File: config.mk
export PLATFORM = sky130hd
export DESIGN_NAME = store_buffer
export DESIGN_NICKNAME = d
export VERILOG_FILES = /design/src/rtl/store_buffer.sv
export SDC_FILE = /design/constraint.sdc
export NUM_CORES = 1
export LEC_CHECK = 0
export BUFFER_PORTS_ARGS = -buffer_cell sky130_fd_sc_hd__buf_2
export CAP_MARGIN = 15
export CORE_ASPECT_RATIO = 0.9
export CORE_UTILIZATION = 55
export DETAILED_ROUTE_END_ITERATION = 10
export PLACE_DENSITY_LB_ADDON = 0.25
export SLEW_MARGIN = 10
export SYNTH_ARGS = -nofsm -noshare
export SYNTH_HDL_FRONTEND = slang
export SYNTH_SLANG_ARGS = --single-unit
File: constraint.sdc
create_clock -name Clk -period 8.5 [get_ports Clk]
set_input_delay 0.425 -clock Clk [delete_from_list [all_inputs] [get_ports Clk]]
set_output_delay 0.425 -clock Clk [all_outputs]
set_load 0.01 [all_outputs]
File: src/rtl/store_buffer.sv
// store_buffer: posted-write FIFO between MEM and a req/ack data-memory port, with a load hazard check (SB_FWD_EN adds full-word forwarding).
// Latency: a store pushed at edge N is presented on Mem_* in cycle N+1; drains 1 entry/cycle while Mem_Ack is high.
// Backpressure: Stall for a store into a full buffer (unless the head retires that cycle) or for an unforwardable load match.
module store_buffer #(
    parameter int DEPTH = 4,
    parameter int AW    = 12
) (
    input  logic          Clk,
    input  logic          Rst,
    input  logic          St_Req,
    input  logic [AW-1:0] St_Addr,
    input  logic [31:0]   St_Data,
    input  logic [3:0]    St_BE,
    input  logic          Ld_Req,
    input  logic [AW-1:0] Ld_Addr,
    output logic          Ld_Fwd,
    output logic [31:0]   Ld_Data,
    output logic          Stall,
    output logic          Full,
    output logic          Empty,
    output logic          Mem_Req,
    output logic [AW-1:0] Mem_Addr,
    output logic [31:0]   Mem_Data,
    output logic [3:0]    Mem_BE,
    input  logic          Mem_Ack
);
    localparam int PW = $clog2(DEPTH);
    localparam int WW = AW - 2;

    localparam logic [0:0] S_IDLE = 1'b0;
    localparam logic [0:0] S_REQ  = 1'b1;

    typedef struct packed {
        logic          vld;
        logic [WW-1:0] waddr;
        logic [31:0]   dat;
        logic [3:0]    be;
    } entry_t;

    entry_t        ent [DEPTH];
    logic [PW-1:0] wr_ptr;
    logic [PW-1:0] rd_ptr;
    logic [PW:0]   count;
    logic [0:0]    state;
    logic [0:0]    state_nxt;

    logic push;
    logic pop;
    logic st_stall;
    logic ld_stall;
    logic ld_hit;
    logic ld_fwd_ok;
    logic unused_addr_lsbs;

    // Byte offsets never matter: matching and draining work on whole words.
    assign unused_addr_lsbs = ^{St_Addr[1:0], Ld_Addr[1:0]};

`ifdef SB_FWD_EN
    logic [PW-1:0] ld_yidx;
`endif

    // Walk oldest to youngest so the last hit is the youngest matching entry.
    always_comb begin
        ld_hit = 1'b0;
`ifdef SB_FWD_EN
        ld_yidx = '0;
`endif
        for (int i = 0; i < DEPTH; i++) begin
            if (ent[rd_ptr + PW'(i)].vld && (ent[rd_ptr + PW'(i)].waddr == Ld_Addr[AW-1:2])) begin
                ld_hit = 1'b1;
`ifdef SB_FWD_EN
                ld_yidx = rd_ptr + PW'(i);
`endif
            end
        end
    end

`ifdef SB_FWD_EN
    assign ld_fwd_ok = (ent[ld_yidx].be == 4'hF);
    assign Ld_Fwd    = Ld_Req && !St_Req && ld_hit && ld_fwd_ok;
    assign Ld_Data   = Ld_Fwd ? ent[ld_yidx].dat : 32'h0;
`else
    assign ld_fwd_ok = 1'b0;
    assign Ld_Fwd    = 1'b0;
    assign Ld_Data   = 32'h0;
`endif

    assign Mem_Req  = (state == S_REQ);
    assign Mem_Addr = Mem_Req ? {ent[rd_ptr].waddr, 2'b00} : '0;
    assign Mem_Data = Mem_Req ? ent[rd_ptr].dat : 32'h0;
    assign Mem_BE   = Mem_Req ? ent[rd_ptr].be : 4'h0;

    assign Full  = (count == (PW+1)'(DEPTH));
    assign Empty = (count == '0);

    assign pop      = Mem_Req && Mem_Ack;
    assign st_stall = St_Req && Full && !pop;
    // A simultaneous store wins the cycle, so the load side stays quiet.
    assign ld_stall = Ld_Req && !St_Req && ld_hit && !ld_fwd_ok;
    assign Stall    = st_stall || ld_stall;
    assign push     = St_Req && !Stall;

    always_comb begin
        state_nxt = state;
        case (state)
            S_IDLE: if (push) state_nxt = S_REQ;
            S_REQ:  if (pop && (count == (PW+1)'(1)) && !push) state_nxt = S_IDLE;
            default: state_nxt = S_IDLE;
        endcase
    end

    always_ff @(posedge Clk or negedge Rst) begin
        if (!Rst) begin
            wr_ptr <= '0;
            rd_ptr <= '0;
            count  <= '0;
            state  <= S_IDLE;
            for (int i = 0; i < DEPTH; i++) begin
                ent[i] <= '0;
            end
        end else begin
            if (pop) begin
                ent[rd_ptr].vld <= 1'b0;
                rd_ptr          <= rd_ptr + PW'(1);
            end
            // Full buffer with push+pop reuses the retiring slot; the write below wins.
            if (push) begin
                ent[wr_ptr] <= '{vld: 1'b1, waddr: St_Addr[AW-1:2], dat: St_Data, be: St_BE};
                wr_ptr      <= wr_ptr + PW'(1);
            end
            if (push && !pop) begin
                count <= count + (PW+1)'(1);
            end else if (pop && !push) begin
                count <= count - (PW+1)'(1);
            end
            state <= state_nxt;
        end
    end

endmodule

==> impl_metrics.yaml <==
critical_path:
  slowest_delay_ns: 1.17
  critPathCaptureType: "primary output"
  path_delay_family: "compound AO/OA/AOI/OAI gates"
  path_buf_inv: 3
  slowest_stage: "dfrtp_4"
  r2r_end: "ent[88]$_DFFE_PN0P_"
  path_cells: "inv_1 > ha_1 > buf_4 > mux2_2 > a221oi_1 > o21ai_0 > a2111oi_0 > a32oi_1 > a41oi_1 > buf_2"
  cp_data_arrival_time_ns: 4.47
  worstPathMaxFanout: 71
  cp.depth: 10
  critical_path_required_ns: 8.08
  setup.worst_path.start_class: "flip-flop"
  rr_startpoint: "count[0]$_DFFE_PN0P_"
  reg2reg_depth: 8
  crit_type: "reg -> out"
  r2r_setup_slack_ns: 5.55
timing:
  fin_crit_sh_pct: 57.6
  rsz0062_at_grt: "false"
  worst_pin_slew_ns: 1.12
  hold_viol: 0
  fin_hold_ws_ns: 0.115
  setup_violations: 0
  clock.fmax_ghz: 0.204
  slew_headroom_pct: 25.5
  clock_skew_ns: 0.0103
  final_max_slew_viol_count: 0
  layout_min_cycle_time_ns: 4.90
  finalSetupTns_ns: 0
cts:
  cts.path.max_buffers: 2
  root_buffer: "clkbuf_16"
  cts_max_level: 4
  cts_tree: "yes"
  clock_latency_ns: 0.43
  postCtsHoldBufs: 0
  cts_sinks: 196
  cts_resized: 0
  cts_made_buffers: 17
  post_cts_buffers: 0
  clkSlewWorstSetupHoldPaths_ns: 0.08
synth:
  yosysMostFrequentCell: "dfrtp_1"
  seq_area_frac_synth_pct: 45.6
  syn_avg_cell_area_um2: 14.0
  async_flop_share_pct: 100
  synth_top_flop_cell: "dfrtp_1"
  synth_common_cells: "196 x dfrtp_1, 187 x mux2_2, 52 x mux4_2"
  synth.distinct_cells: 49
  synth_cells: 770
  ys.warnings.count: 0
  synth_edf_count: 0
  synth.top_cells.by_area: "dfrtp_1 46%, mux2_2 20%, mux4_2 11%, mux2i_1 3.3%, buf_4 3.3%"
  synth_top_cell_by_area: "dfrtp_1"
  syn_area_um2: 10800
  synth_seq_cells: 196
  synth_top_area_share_pct: 45.6
detailed_routing:
  first_iter_violations: 307
  postRouteAntennaNets: 0
  drcViolationCount: 0
  drt-total-wl_um: 22800
  via_per_inst: 5.84
  wire_per_inst_um: 20.4
  dr_total_vias: 6519
  first_pass_iters: 4
floorplan:
  row_count: 48
  core_um2: 19200
  start_util_pct: 56.2
  dieArea_um2: 20100
  die_y_um: 135
  die_w_um: 149
  io_pins: 150
grt:
  grt_pass1_vias: 7027
  grt_first_pass_wirelength_um: 37300
  globalRouteOverflowTotal: 0
  grt_start_max_net_pins: 126
  antenna_found_initial: 1
  globalRouteTotalUtil_pct: 24.3
placement:
  dp_hpwl_um: 14700
  port_buffers: 110
  dp_cells: 1083
  place_congestion: 0.902
layout:
  num-fill-cells: 1489
  layout-drive-gt1-share_pct: 45.4
  layout.nets: 930
  syn_to_final_growth_pct: 10.2
  fin_cells: 1116
status:
  outcome: "finished, final reports clean"
power_and_ir_drop:
  vdd_drop_max_mv: 0.273
  powerDensity_nw_per_um2: 449
  p_leak_uw: 0.00521
  p_total_uw: 5320
min_path:
  hold_class: "in -> async"
job:
  max-cap-violations: 0
==> cell usage in the layout, fill, tap and decap left out, types with 2 or more instances in the layout <==
| master | n |
|---|---|
| dfrtp_1 | 194 |
| mux2_2 | 187 |
| buf_2 | 109 |
| mux4_2 | 52 |
| and2_1 | 46 |
| mux2i_1 | 36 |
| conb_1 | 35 |
| xnor2_1 | 28 |
| nand2_1 | 24 |
| clkbuf_16 | 17 |
| xor2_1 | 16 |
| inv_1 | 13 |
| o21ai_0 | 13 |
| ha_1 | 13 |
| mux4_1 | 10 |
| buf_4 | 8 |
| nand3_1 | 4 |
| nor2_1 | 4 |
| nand2_2 | 4 |
| o22ai_1 | 3 |
| clkinv_4 | 3 |
| inv_6 | 3 |
| clkinv_8 | 3 |
| nand4_1 | 2 |
| o221ai_1 | 2 |
| o2111ai_1 | 2 |
| a21oi_1 | 2 |
| a221oi_1 | 2 |
| bufinv_16 | 2 |
| inv_8 | 2 |
| clkbuf_1 | 2 |
| dfrtp_4 | 2 |
==> sequential cells by signal (all words and copies together), names as in the netlist <==
name / flops
Mem_Req: 1
count: 3
rd_ptr: 2
ent: 188
wr_ptr: 2
==> routing by layer <==
metal | up-vias | GRT usage, % | wire length [µm]
met4 | 0 | 6.41 | 218
met5 | - | 0 | 0
met1 | 3431 | 31.8 | 9750
met2 | 167 | 40.9 | 11600
met3 | 16 | 5.47 | 1190
li1 | 2905 | - | -
==> kinds of logic (layout without fill, tap and decap cells) <==
| logic type | Yosys count | after routing | share of synthesized area [%] |
|---|---|---|---|
| other | 1 | 36 | 0.0348 |
| buffers and inverters | 102 | 163 | 6.06 |
| xor gates and xnor gates | 44 | 44 | 3.58 |
| AOI/OAI and AO/OA | 37 | 37 | 2.41 |
| and+or+nand+nor | 92 | 92 | 4.59 |
| muxes | 285 | 285 | 36.2 |
| adders and majority gates | 13 | 13 | 1.51 |
| DFF | 196 | 196 | 45.6 |
==> worst max-delay path by stage <==
stage               endpoint                   from  slack, ns
global route           Stall  rd_ptr[1]$_DFFE_PN0P_       3.34
floorplan              Stall  rd_ptr[1]$_DFFE_PN0P_       4.61
finish                 Stall  rd_ptr[1]$_DFFE_PN0P_       3.60
detailed placement     Stall  rd_ptr[1]$_DFFE_PN0P_       4.10
CTS                    Stall  rd_ptr[1]$_DFFE_PN0P_       3.62
global placement       Stall  rd_ptr[1]$_DFFE_PN0P_       4.15
==> power by group <==
group	internal, µW	leakage (µW)	switching, µW
clock	450	0.000299	386
combinational	1520	0.00260	1130
sequential	1410	0.00232	424
==> final cells by class <==
class	count	area [µm²]	share of cell area [%]
multi-input cells	506	5340	45.1
clock buffers	19	433	3.65
clock inverters	13	184	1.55
inverters	13	48.8	0.412
flip-flops and latches	196	4910	41.4
diodes	1	2.50	0.0211
well taps	250	313	2.64
repair buffers	118	619	5.22
==> metrics by stage <==
step           instance area, µm²  setup slack, ns  util [%]
5_1_grt                     11900             3.34      61.9
6_report                    11900             3.60      61.9
3_3_place_gp                11200             4.15      58.6
3_5_place_dp                11200             4.10      58.6
4_1_cts                     11900             3.62      61.9
2_1_floorplan               10900             4.61         -
Power figures use the tool's default switching activity.
